==> config.mk <==
export PLATFORM = sky130hd
export DESIGN_NAME = mem_tg2_status_mon
export DESIGN_NICKNAME = d
export VERILOG_FILES = /design/src/rtl/mem_tg2_mon_pkg.sv /design/src/rtl/mem_tg2_chan_mon.sv /design/src/rtl/mem_tg2_status_mon.sv
export SDC_FILE = /design/constraint.sdc
export NUM_CORES = 1
export LEC_CHECK = 0
export CORE_ASPECT_RATIO = 1.25
export CORE_MARGIN = 3
export CORE_UTILIZATION = 45
export CTS_BUF_LIST = sky130_fd_sc_hd__clkbuf_8
export DETAILED_ROUTE_END_ITERATION = 10
export GPL_ROUTABILITY_DRIVEN = 0
export PLACE_DENSITY = 0.69
export SYNTH_ARGS = -nofsm -noshare
export SYNTH_HDL_FRONTEND = slang
export SYNTH_SLANG_ARGS = --single-unit
export TNS_END_PERCENT = 5
==> constraint.sdc <==
create_clock -name clk -period 4.2 [get_ports clk]
set_input_delay 0.84 -clock clk [delete_from_list [all_inputs] [get_ports clk]]
set_output_delay 0.84 -clock clk [all_outputs]
set_load 0.05 [all_outputs]
==> src/rtl/mem_tg2_mon_pkg.sv <==
// Shared types and constants for the memory traffic-gen status monitor.
package mem_tg2_mon_pkg;

  typedef enum logic [1:0] {
    IDLE = 2'd0,
    RUN  = 2'd1,
    DONE = 2'd2
  } t_tg_mon_state;

  localparam int CLK_CNT_W = 64;
  localparam logic [CLK_CNT_W-1:0] CLK_CNT_MAX = '1;

  typedef struct packed {
    logic pass;
    logic fail;
    logic timeout;
  } t_tg_mon_result;

endpackage

==> src/rtl/mem_tg2_chan_mon.sv <==
// One channel of the TG2 status monitor: run FSM, saturating cycle counter and
// optional watchdog (present only when MEM_TG2_WATCHDOG_EN is defined).
module mem_tg2_chan_mon
  import mem_tg2_mon_pkg::*;
#(
  parameter int unsigned TIMEOUT_CYCLES = 32'd100_000_000,
  parameter int unsigned WD_W           = 32
) (
  input  logic                 clk,
  input  logic                 rst,
  input  logic                 start,
  input  logic                 active,
  input  logic                 complete,
  input  logic                 failed,
  output t_tg_mon_result       result,
  output logic [CLK_CNT_W-1:0] clock_count
);

  t_tg_mon_state        state_q, state_d;
  t_tg_mon_result       result_q, result_d;
  logic [CLK_CNT_W-1:0] clock_count_q, clock_count_d;

`ifdef MEM_TG2_WATCHDOG_EN
  localparam logic [WD_W-1:0] WD_LAST = WD_W'(TIMEOUT_CYCLES - 1);
  logic [WD_W-1:0] wd_q, wd_d;
`else
  logic unused_cfg;
  assign unused_cfg = ^{TIMEOUT_CYCLES, WD_W};
`endif

  always_comb begin
    state_d       = state_q;
    result_d      = result_q;
    clock_count_d = clock_count_q;
`ifdef MEM_TG2_WATCHDOG_EN
    wd_d          = wd_q;
`endif
    case (state_q)
      IDLE, DONE: begin
        // Clearing flags on restart lets the downstream edge detector re-fire.
        if (start) begin
          state_d       = RUN;
          result_d      = '0;
          clock_count_d = '0;
`ifdef MEM_TG2_WATCHDOG_EN
          wd_d          = '0;
`endif
        end
      end
      RUN: begin
        if (clock_count_q != CLK_CNT_MAX) begin
          clock_count_d = clock_count_q + 1'b1;
        end
`ifdef MEM_TG2_WATCHDOG_EN
        wd_d = wd_q + 1'b1;
`endif
        if (complete) begin
          state_d       = DONE;
          result_d.fail = failed;
          result_d.pass = ~failed;
`ifdef MEM_TG2_WATCHDOG_EN
        end else if (wd_q == WD_LAST) begin
          state_d          = DONE;
          result_d.timeout = 1'b1;
`endif
        end else if (!active) begin
          state_d = IDLE;
        end
      end
      default: begin
        state_d = IDLE;
      end
    endcase
  end

  always_ff @(posedge clk) begin
    if (rst) begin
      state_q       <= IDLE;
      result_q      <= '0;
      clock_count_q <= '0;
`ifdef MEM_TG2_WATCHDOG_EN
      wd_q          <= '0;
`endif
    end else begin
      state_q       <= state_d;
      result_q      <= result_d;
      clock_count_q <= clock_count_d;
`ifdef MEM_TG2_WATCHDOG_EN
      wd_q          <= wd_d;
`endif
    end
  end

  assign result      = result_q;
  assign clock_count = clock_count_q;

endmodule

==> src/rtl/mem_tg2_status_mon.sv <==
// Per-channel TG2 status monitor feeding the traffic-gen CSR block.
// Optional watchdog timeout enabled by defining MEM_TG2_WATCHDOG_EN.
module mem_tg2_status_mon
  import mem_tg2_mon_pkg::*;
#(
  parameter int unsigned NUM_TG         = 4,
  parameter int unsigned TIMEOUT_CYCLES = 32'd100_000_000,
  parameter int unsigned WD_W           = 32
) (
  input  logic                 clk,
  input  logic                 rst,
  input  logic [NUM_TG-1:0]    mem_tg_active,
  input  logic [NUM_TG-1:0]    tg_test_complete,
  input  logic [NUM_TG-1:0]    tg_test_failed,
  output logic [NUM_TG-1:0]    tg_pass,
  output logic [NUM_TG-1:0]    tg_fail,
  output logic [NUM_TG-1:0]    tg_timeout,
  output logic [CLK_CNT_W-1:0] clock_count [NUM_TG]
);

  logic [NUM_TG-1:0] active_q, active_d;
  logic [NUM_TG-1:0] start;

  always_comb begin
    active_d = mem_tg_active;
  end

  always_ff @(posedge clk) begin
    if (rst) begin
      active_q <= '0;
    end else begin
      active_q <= active_d;
    end
  end

  // Runs are launched only on a rising edge of the host's active level.
  assign start = mem_tg_active & ~active_q;

  for (genvar gi = 0; gi < NUM_TG; gi++) begin : g_ch
    t_tg_mon_result result;

    mem_tg2_chan_mon #(
      .TIMEOUT_CYCLES (TIMEOUT_CYCLES),
      .WD_W           (WD_W)
    ) u_chan (
      .clk         (clk),
      .rst         (rst),
      .start       (start[gi]),
      .active      (mem_tg_active[gi]),
      .complete    (tg_test_complete[gi]),
      .failed      (tg_test_failed[gi]),
      .result      (result),
      .clock_count (clock_count[gi])
    );

    assign tg_pass[gi]    = result.pass;
    assign tg_fail[gi]    = result.fail;
    assign tg_timeout[gi] = result.timeout;
  end

endmodule

==> results of run 1 <==
[cells in the final DEF, fill, tap and decap left out, types with 7 or more instances in the layout]
cell	Yosys	layout
sky130_fd_sc_hd__a21oi_1	223	223
sky130_fd_sc_hd__and4_1	28	28
sky130_fd_sc_hd__nor4_1	28	28
sky130_fd_sc_hd__o41ai_1	7	7
sky130_fd_sc_hd__o31ai_1	27	27
sky130_fd_sc_hd__a41oi_1	13	13
sky130_fd_sc_hd__or3_1	35	35
sky130_fd_sc_hd__buf_4	7	31
sky130_fd_sc_hd__or4_1	17	17
sky130_fd_sc_hd__nor2_1	217	217
sky130_fd_sc_hd__nand2b_1	8	8
sky130_fd_sc_hd__nand2_1	179	179
sky130_fd_sc_hd__nor4_4	8	8
sky130_fd_sc_hd__o21a_1	8	8
sky130_fd_sc_hd__inv_1	26	45
sky130_fd_sc_hd__and3_1	43	43
sky130_fd_sc_hd__a311oi_1	17	17
sky130_fd_sc_hd__a31oi_1	74	74
sky130_fd_sc_hd__xor2_1	13	13
sky130_fd_sc_hd__nand3_1	118	118
sky130_fd_sc_hd__nand3b_1	17	17
sky130_fd_sc_hd__a21o_1	8	8
sky130_fd_sc_hd__clkdlybuf4s50_1	0	276
sky130_fd_sc_hd__nand4b_1	12	12
sky130_fd_sc_hd__nor3_1	64	64
sky130_fd_sc_hd__dfxtp_1	276	276
sky130_fd_sc_hd__clkbuf_8	0	59
sky130_fd_sc_hd__o21ai_0	162	162
sky130_fd_sc_hd__o211ai_1	17	17
sky130_fd_sc_hd__and2_1	20	20
sky130_fd_sc_hd__o21ai_1	27	27
sky130_fd_sc_hd__nand4_1	91	91
[metrics by stage]
| step | area [um2] | instances | util, % |
|---|---|---|---|
| finish | 19000 | 2692 | 57.9 |
| floorplan | 15000 | 1992 | - |
| global route | 19000 | 2692 | 57.9 |
| global placement | 18100 | 2611 | 55.1 |
| detailed placement | 18100 | 2611 | 55.1 |
| CTS | 19000 | 2692 | 57.9 |
[critical path, stage by stage, from the launching register on]
cell	delay, ns
sky130_fd_sc_hd__dfxtp_1	0.43
sky130_fd_sc_hd__ha_1	0.26
sky130_fd_sc_hd__inv_1	0.11
sky130_fd_sc_hd__nor4_4	0.50
sky130_fd_sc_hd__nand4_1	0.27
sky130_fd_sc_hd__o21ai_1	0.44
sky130_fd_sc_hd__nand2_1	0.33
sky130_fd_sc_hd__buf_4	0.33
sky130_fd_sc_hd__a31oi_1	0.24
sky130_fd_sc_hd__a21oi_1	0.06
[worst paths after layout]
kind                            slack, ns                        endpoint
worst max-delay path                 1.10  g_ch[3].u_chan.clock_count[15]
worst min-delay path                 0.46       g_ch[3].u_chan.state_q[1]
worst max register to register       1.10  g_ch[3].u_chan.clock_count[15]
worst min register to register       0.46       g_ch[3].u_chan.state_q[1]
[routing by layer]
metal / part of all wire (%) / global-route usage (%) / wire [um] / vias to the layer above
met4: 3.8 / 12.6 / 1990 / 0
met5: 0 / 0 / 0 / -
met1: 40 / 36.2 / 21500 / 8077
li1: - / - / - / 8024
met3: 7.9 / 5.76 / 4210 / 160
met2: 48 / 47.7 / 25400 / 818
[synth_stat cells, drive strengths merged, types with 5 or more instances]
cell    count  area share (%)
nor2      219             5.5
or2         6            0.25
o31ai      28             1.4
nand4      96             4.3
dfxtp     276              37
and2       22            0.94
nor3b       7            0.38
nor3       66             2.3
o21a        8            0.40
o41ai       7            0.41
or3        35             1.5
buf        28             1.0
a311oi     17            0.99
o21ai     191             6.4
o31a        5            0.29
a21oi     223             7.5
and4       28             1.6
a41oi      13            0.76
o211ai     17            0.85
a22oi       5            0.25
clkbuf     78             2.0
nand3     121             4.1
or4        18            0.93
nor4       42             2.8
inv        26            0.65
nor2b       8            0.33
and3       43             1.8
a21o        8            0.40
nand2     179             4.5
nand4b     12            0.70
xor2       13            0.76
a31oi      74             3.1
nand2b      8            0.33
nand3b     17            0.85
[flip-flops by register name, indices dropped and copies added (netlist names)]
register / cells
g_ch.u_chan.clock_count: 256
active_q: 4
g_ch.u_chan.state_q: 8
g_ch.u_chan.result: 8
[kinds of logic after synthesis]
logic type,share of synthesized area [%]
simple gates,33.5
mux,0.201
buf+inv,3.65
xor+xnor,0.936
fa+ha+maj,0.334
other cells,0.0251
compound gates,24.5
flops,36.9
[cell type report]
| cell class | count | area share, % |
|---|---|---|
| Tap cell | 418 | 2.76 |
| Clock inverter | 22 | 0.475 |
| Sequential cell | 276 | 29.1 |
| Multi-Input combinational cell | 1584 | 47.1 |
| Inverter | 26 | 0.514 |
| Timing Repair Buffer | 307 | 15.8 |
| Clock buffer | 59 | 4.28 |
[report_power, final]
| part | switching (mW) | total (mW) | internal, mW |
|---|---|---|---|
| clock | 1.15 | 2.40 | 1.25 |
| sequential | 0.0123 | 2.64 | 2.63 |
| combinational | 0.318 | 0.429 | 0.111 |
| total | 1.48 | 5.47 | 4.00 |
==> results_dict.tcl, run 1 <==
set metrics [dict create \
    tritoncts_clock_tree "yes" \
    peakVddDrop_mv 0.202 \
    finalHoldViolations 0 \
    hold_depth 2 \
    finalWorstPathRequiredPeriod_ns 3.10 \
    synthesis.area_um2 15000 \
    worst-path-max-fanout 22 \
    synthToLayoutAreaGrowth_pct 26.8 \
    nNetsFinal 2262 \
    global_route_wire_length_before_repair_um 85300 \
    dieHeight_um 210 \
    crit_arrival_ns 3.55 \
    setup_repair_after_global_routing_missed_its_margin "false" \
    placement_rows 74 \
    maximum_number_of_pins_on_one_net_before_global_route_repair 64 \
    sequential_cell_area_um2 5530 \
    ff2ff_path_depth 9 \
    final.setup.tns_ns 0 \
    wl_per_cell_um 19.7 \
    total_power_mw 5.47 \
    cts-resized-gates 0 \
    grt_remaining_overflow 0 \
    timing.critical_path.required_ns 4.64 \
    synth_edf_count 0 \
    postSynth.topFlopCell "sky130_fd_sc_hd__dfxtp_1" \
    worst-setup-path-type "reg2reg" \
    pre_cts_slack_ns 1.09 \
    vias_in_the_first_global_route 16100 \
    final.period_utilization_pct 73.9 \
    drcViolationCount 0 \
    syn-instance-count 1989 \
    setup_viol 0 \
    fillerInstances 3100 \
    leakagePower_nw 6.00 \
    pwr_density_cell_nw_per_um2 288 \
    ys_seq_elements 276 \
    multiInputGateArea_um2 8930 \
    final.setup.worst_slack_ns 1.10 \
    start_kind "flop" \
    grt_antenna_before_repair 0 \
    hold_class "reg2reg" \
    ys_async_sr_fraction_pct 0 \
    num_antenna_cells 0 \
    status "finished clean" \
    postCtsSetupRepairBufs 0 \
    clk_root_buffer_cell "sky130_fd_sc_hd__clkbuf_8" \
    worst_tran_pin_value_ns 0.959 \
    hold_slack_ns 0.460 \
    rr_startpoint "g_ch[3].u_chan.clock_count[0]" \
    dieWidth_um 169 \
    hold_buffers 0 \
    synth_cell_type_count 74 \
    detail_route.iter0.violations 1671 \
    dp_hpwl_um 36600 \
    clock_latency_ns 0.60 \
    cts_inserted_buffers 49 \
    avgSynthCellArea_um2 7.53 \
    dieArea_um2 35500 \
    seq_area_frac_synth_pct 36.9 \
    number_of_vias_after_detailed_routing 17100 \
    post_drt_via_cell_ratio 6.34 \
    design.core.area_um2 32800 \
    hold_wc_startpoint "g_ch[3].u_chan.state_q[1]" \
    endpoint_class_of_the_critical_path "flop" \
    slew_viols_final 0 \
    timing.max_slew.rel_slack_pct 36.1 \
    drt.antenna.violating_nets 0 \
    worstSetupStartpoint "g_ch[3].u_chan.clock_count[0]" \
    gr-usage-all-layers_pct 28.7 \
    drv_cap 0 \
    max-clock-path-buffers 3 \
    buffer_ports.inserted 277 \
    cts_htree_levels 2 \
    clock.fmax_ghz 0.322 \
    yosysWarningCount 0 \
    dr.pass1.iters 7 \
    io_pins 282 \
    ratio_of_cells_with_drive_above_1_in_the_final_layout_pct 5.98 \
    floorplan.initialDensity_pct 45.7 \
    clock_sinks 276 \
    totalWireLength_um 53000 \
    clk_pin_slew_ns 0.06 \
    timing.clock.skew_ns 0.0206 \
]
No activity file was read; power rests on OpenSTA's default activity.
==> run 2, diff against run 1 <==
==> constraint.sdc (replaced) <==
create_clock -name clk -period 3.1 [get_ports clk]
set_input_delay 0.62 -clock clk [delete_from_list [all_inputs] [get_ports clk]]
set_output_delay 0.62 -clock clk [all_outputs]
set_load 0.05 [all_outputs]
==> run 2 against run 1 <==
Effect of this change: sequential power rose by 36%; critical path depth decreased by 1; clock-buffer cell count is 4 higher; non-clock buffer count up 53.
==> results_dict.tcl, run 2 (synthesis gave the netlist of run 1 again) <==
set metrics [dict create \
    status "finished clean" \
    maximum_number_of_pins_on_one_net_before_global_route_repair 69 \
    cts-resized-gates 0 \
    design_area_um2 19500 \
    crit_arrival_ns 3.30 \
    critical_path_buf_inv_count 0 \
    final.setup.tns_ns 0 \
    worst-path-max-fanout 8 \
    detailed_place.area_um2 18500 \
    drv_cap 0 \
    postCtsSetupRepairBufs 0 \
    max-clock-path-buffers 3 \
    dieHeight_um 210 \
    critical_path.most_common_cell "sky130_fd_sc_hd__nand4_1" \
    slew_viols_final 0 \
    worst-setup-path-type "reg2reg" \
    post_route_non_filler_standard_cell_count 2751 \
    detail_route.iter0.violations 1717 \
    critical_path.max_stage_delay_ns 0.72 \
    design.core.area_um2 32800 \
    largest_reg_flops 256 \
    global_route_wire_length_before_repair_um 85800 \
    cts_htree_levels 2 \
    pwr_density_cell_nw_per_um2 391 \
    vias_in_the_first_global_route 16300 \
    endpoint_class_of_the_critical_path "flop" \
    leakagePower_nw 6.32 \
    setup_viol 0 \
    clock_latency_ns 0.61 \
    hold_buffers 0 \
    dieArea_um2 35500 \
    path_delay_family "simple AND/OR/NAND/NOR gates" \
    cts_inserted_buffers 47 \
    dieWidth_um 169 \
    tritoncts_clock_tree "yes" \
    number_of_vias_after_detailed_routing 17500 \
    synthToLayoutAreaGrowth_pct 30.1 \
    finalHoldViolations 0 \
    post_drt_via_cell_ratio 6.35 \
    clk_pin_slew_ns 0.06 \
    worst_tran_pin_value_ns 1.19 \
    ratio_of_cells_with_drive_above_1_in_the_final_layout_pct 8.40 \
    nNetsFinal 2313 \
    gr-usage-all-layers_pct 28.9 \
    placement_rows 74 \
    hold_class "in2reg" \
    totalWireLength_um 53900 \
    dp_cells 2664 \
    dr.pass1.iters 6 \
    timing.max_slew.rel_slack_pct 20.2 \
    start_kind "flop" \
    finalWorstPathRequiredPeriod_ns 2.83 \
    clock_sinks 276 \
    timing.critical_path.required_ns 3.57 \
    drcViolationCount 0 \
    io_pins 282 \
    drt.antenna.violating_nets 0 \
    floorplan.initialDensity_pct 45.7 \
    layout.cells.most_common_list "276 x sky130_fd_sc_hd__dfxtp_1, 276 x sky130_fd_sc_hd__clkdlybuf4s50_1, 223 x sky130_fd_sc_hd__a21oi_1" \
    hold_slack_ns 0.384 \
    grt_antenna_before_repair 0 \
    dp_hpwl_um 38000 \
    grt_remaining_overflow 0 \
    peakVddDrop_mv 0.275 \
    final.period_utilization_pct 91.2 \
    buffer_ports.inserted 277 \
    final.setup.worst_slack_ns 0.272 \
    setup_repair_after_global_routing_missed_its_margin "false" \
    clock.fmax_ghz 0.354 \
    fillerInstances 3080 \
    wl_per_cell_um 19.6 \
    ordered_list_of_cells_on_the_worst_path "ha_1 -> nand3_1 -> nor3_1 -> nand4_1 -> or4_1 -> nand4_1 -> a21boi_0 -> nor2_1" \
    clk_root_buffer_cell "sky130_fd_sc_hd__clkbuf_8" \
    timing.clock.skew_ns 0.0175 \
    num_antenna_cells 0 \
    cp_slowest_cell "sky130_fd_sc_hd__or4_1" \
    pre_cts_slack_ns 0.317 \
]
## run 2: changes by cell type in the layout (fill, tap and decap cells not counted), sizes merged
| cell | previous run | this run |
|---|---|---|
| buf | 31 | 84 |
| clkbuf | 59 | 63 |
| clkinv | 2 | 4 |
| clkinvlp | 0 | 1 |
| inv | 46 | 45 |
## run 2: layer usage
layer | vias up | global-route usage, % | share of wire [%] | wire length, um
met5 | - | 0 | 0 | 0
met3 | 194 | 5.69 | 7.7 | 4140
li1 | 8137 | - | - | -
met1 | 8298 | 36.0 | 40 | 21800
met2 | 846 | 47.7 | 47 | 25500
met4 | 0 | 14.5 | 4.6 | 2470
## run 2: worst paths after layout
check,slack [ns],startpoint,end,cells past startpoint
hold / removal,0.38,rst,g_ch[0].u_chan.result[2],2
setup reg to reg,0.27,g_ch[2].u_chan.clock_count[0],g_ch[2].u_chan.clock_count[60],8
hold reg to reg,0.47,g_ch[3].u_chan.state_q[1],g_ch[3].u_chan.state_q[1],2
setup / recovery,0.27,g_ch[2].u_chan.clock_count[0],g_ch[2].u_chan.clock_count[60],8
## run 2: where the power goes
| part | internal [mW] | leakage [nW] | switching [mW] |
|---|---|---|---|
| clock | 1.81 | 0.569 | 1.61 |
| combinational | 0.181 | 3.53 | 0.440 |
| sequential | 3.56 | 2.22 | 0.0169 |
| total | 5.56 | 6.32 | 2.06 |
## run 2: stage by stage
stage	utilization, %	total power, mW
6_report	59.4	7.62
5_1_grt	59.4	7.88
4_1_cts	59.4	7.66
3_5_place_dp	56.5	4.27
3_3_place_gp	56.5	4.26
2_1_floorplan	-	4.04
## run 2: cell type report
cell class                      instances  area (um2)  area share (%)
Tap cell                              418         523            2.68
Clock buffer                           63         867            4.45
Inverter                               26        97.6           0.501
Multi-Input combinational cell       1584        8930            45.9
Clock inverter                         24         104           0.533
Timing Repair Buffer                  360        3430            17.6
Sequential cell                       276        5530            28.4
## run 2: worst reg2reg max path: stages (launching register included)
cell and delay (ns):
sky130_fd_sc_hd__dfxtp_1 0.42, sky130_fd_sc_hd__ha_1 0.30, sky130_fd_sc_hd__nand3_1 0.17, sky130_fd_sc_hd__nor3_1 0.42
sky130_fd_sc_hd__nand4_1 0.27, sky130_fd_sc_hd__or4_1 0.72, sky130_fd_sc_hd__nand4_1 0.17, sky130_fd_sc_hd__a21boi_0 0.18
sky130_fd_sc_hd__nor2_1 0.06
==> run 3, diff against run 2 <==
--- a/config.mk
+++ b/config.mk
@@ -12,6 +12,7 @@
 export DETAILED_ROUTE_END_ITERATION = 10
 export GPL_ROUTABILITY_DRIVEN = 0
 export PLACE_DENSITY = 0.69
+export SLEW_MARGIN = 20
 export SYNTH_ARGS = -nofsm -noshare
 export SYNTH_HDL_FRONTEND = slang
 export SYNTH_SLANG_ARGS = --single-unit
==> run 3 against run 2 <==
Effect of this change: first-iteration DRC count is 0.82% higher; largest power group unchanged; highest routed layer unchanged; combinational power about the same; total power decreased by 0.12%; clock skew is 0.0032 ns lower; via count decreased by 0.63%; maximum frequency down 0.10%; largest cell class unchanged; worst hold slack better by 0.0062 ns.
==> results_dict.tcl, run 3 (synthesis gave the netlist of run 1 again) <==
set metrics [dict create \
    finalHoldViolations 0 \
    critical_path.most_common_cell "sky130_fd_sc_hd__nand4_1" \
    share_clk_of_total_power_pct 44.8 \
    ratio_of_cells_with_drive_above_1_in_the_final_layout_pct 8.44 \
    cts_inserted_buffers 47 \
    worst-setup-path-type "reg2reg" \
    timing.clock.skew_ns 0.0143 \
    clock_latency_ns 0.60 \
    fillerInstances 3081 \
    sequential_cell_area_um2 5530 \
    clock.fmax_ghz 0.353 \
    final.period_utilization_pct 91.3 \
    buffer_ports.inserted 277 \
    post_drt_via_cell_ratio 6.31 \
    dieArea_um2 35500 \
    hold_class "in2reg" \
    drt.antenna.violating_nets 0 \
    multiInputGateArea_um2 8930 \
    clk_pin_slew_ns 0.06 \
    netSwitchingFraction_pct 27.0 \
    critical_path.max_stage_delay_ns 0.73 \
    crit_arrival_ns 3.29 \
    cts-resized-gates 0 \
    layout.cells.most_common_list "276 x sky130_fd_sc_hd__dfxtp_1, 276 x sky130_fd_sc_hd__clkdlybuf4s50_1, 223 x sky130_fd_sc_hd__a21oi_1" \
    combinational_fraction_of_design_power_pct 8.2 \
    totalWireLength_um 53900 \
    max-clock-path-buffers 3 \
    finalWorstPathRequiredPeriod_ns 2.83 \
    power_frac_seq_pct 47.0 \
    design.core.area_um2 32800 \
    num_antenna_cells 0 \
    total_power_mw 7.61 \
    drv_cap 0 \
    dp_hpwl_um 38000 \
    endpoint_class_of_the_critical_path "flop" \
    grt_antenna_before_repair 0 \
    io_pins 282 \
    synthToLayoutAreaGrowth_pct 30.2 \
    wl_per_cell_um 19.6 \
    hold_wc_startpoint "rst" \
    net-switching-power_mw 2.05 \
    timing.critical_path.required_ns 3.56 \
    global_route_wire_length_before_repair_um 85800 \
    dieWidth_um 169 \
    nNetsFinal 2313 \
    timing.max_slew.rel_slack_pct 34.3 \
    cellInternalPower_mw 5.56 \
    final.setup.worst_slack_ns 0.269 \
    worstSetupStartpoint "g_ch[2].u_chan.clock_count[0]" \
    vias_in_the_first_global_route 16300 \
    ordered_list_of_cells_on_the_worst_path "ha_1 -> nand3_1 -> nor3_1 -> nand4_1 -> or4_1 -> nand4_1 -> a21boi_0 -> nor2_1" \
    largest_reg_flops 256 \
    slew_viols_final 0 \
    gr-usage-all-layers_pct 28.9 \
    cts_htree_levels 2 \
    floorplan.initialDensity_pct 45.7 \
    postCtsSetupRepairBufs 0 \
    cp_slowest_cell "sky130_fd_sc_hd__or4_1" \
    pwr_density_cell_nw_per_um2 391 \
    clk_root_buffer_cell "sky130_fd_sc_hd__clkbuf_8" \
    status "finished clean" \
    setup_repair_after_global_routing_missed_its_margin "false" \
    number_of_vias_after_detailed_routing 17400 \
    setup_viol 0 \
    post-route-util_pct 59.4 \
    leakagePower_nw 6.32 \
    rr_startpoint "g_ch[2].u_chan.clock_count[0]" \
    start_kind "flop" \
    worst-path-max-fanout 8 \
    clock_sinks 276 \
    drcViolationCount 0 \
    detail_route.iter0.violations 1731 \
    worst_tran_pin_value_ns 0.982 \
    grt_remaining_overflow 0 \
    dieHeight_um 210 \
    pre_cts_slack_ns 0.317 \
    peakVddDrop_mv 0.276 \
    placement_rows 74 \
    hold_buffers 0 \
    final.setup.tns_ns 0 \
    dr.pass1.iters 5 \
    maximum_number_of_pins_on_one_net_before_global_route_repair 69 \
    tritoncts_clock_tree "yes" \
]
-- run 3: changes by cell type in the layout (fill, tap and decap cells not counted) --
cell | previous run | this run
sky130_fd_sc_hd__nor2_2 | 2 | 3
sky130_fd_sc_hd__nor2_1 | 217 | 216
-- run 3: cell type report --
type,count,share of cell area [%]
clock inverters,24,0.533
clock buffers,63,4.45
repair buffers,360,17.6
well taps,418,2.68
multi-input cells,1584,45.9
flip-flops and latches,276,28.4
inverters,26,0.501
-- run 3: path summary, 6_finish.rpt --
| check | to | slack (ns) | depth (start not counted) |
|---|---|---|---|
| worst min register to register | g_ch[0].u_chan.state_q[1] | 0.47 | 2 |
| worst max-delay path | g_ch[2].u_chan.clock_count[60] | 0.27 | 8 |
| worst max register to register | g_ch[2].u_chan.clock_count[60] | 0.27 | 8 |
| worst min-delay path | g_ch[0].u_chan.result[2] | 0.39 | 2 |
-- run 3: power by group through the flow --
stage                     sequential [mW]  clock (mW)  combinational (mW)
final                                3.58        3.41               0.621
after global routing                 3.58        3.63               0.670
after CTS                            3.58        3.47               0.613
after detailed placement             3.66           0               0.610
after global placement               3.66           0               0.604
after floorplan                      3.68           0               0.359
-- run 3: stage by stage --
stage                     instance area [um2]  instances  hold slack, ns
final                                   19500       2751           0.390
after detailed placement                18500       2664           0.456
after global placement                  18500       2664           0.446
after CTS                               19500       2751           0.358
after floorplan                         15000       1992           0.437
after global routing                    19500       2751           0.371
-- run 3: metal layers --
| layer | track usage, % | vias up | share of wire [%] |
|---|---|---|---|
| met1 | 36.0 | 8213 | 40 |
| met4 | 14.5 | 0 | 4.4 |
| met2 | 47.7 | 840 | 48 |
| li1 | - | 8136 | - |
| met3 | 5.69 | 176 | 7.7 |
| met5 | 0 | - | 0 |
-- run 3: critical path, delay by kind of cell, from the launching register on --
kind,cells,cell delay (ns)
AOI/OAI and AO/OA,1,0.18
adders and majority gates,1,0.30
DFF,1,0.42
and+or+nand+nor,6,1.82
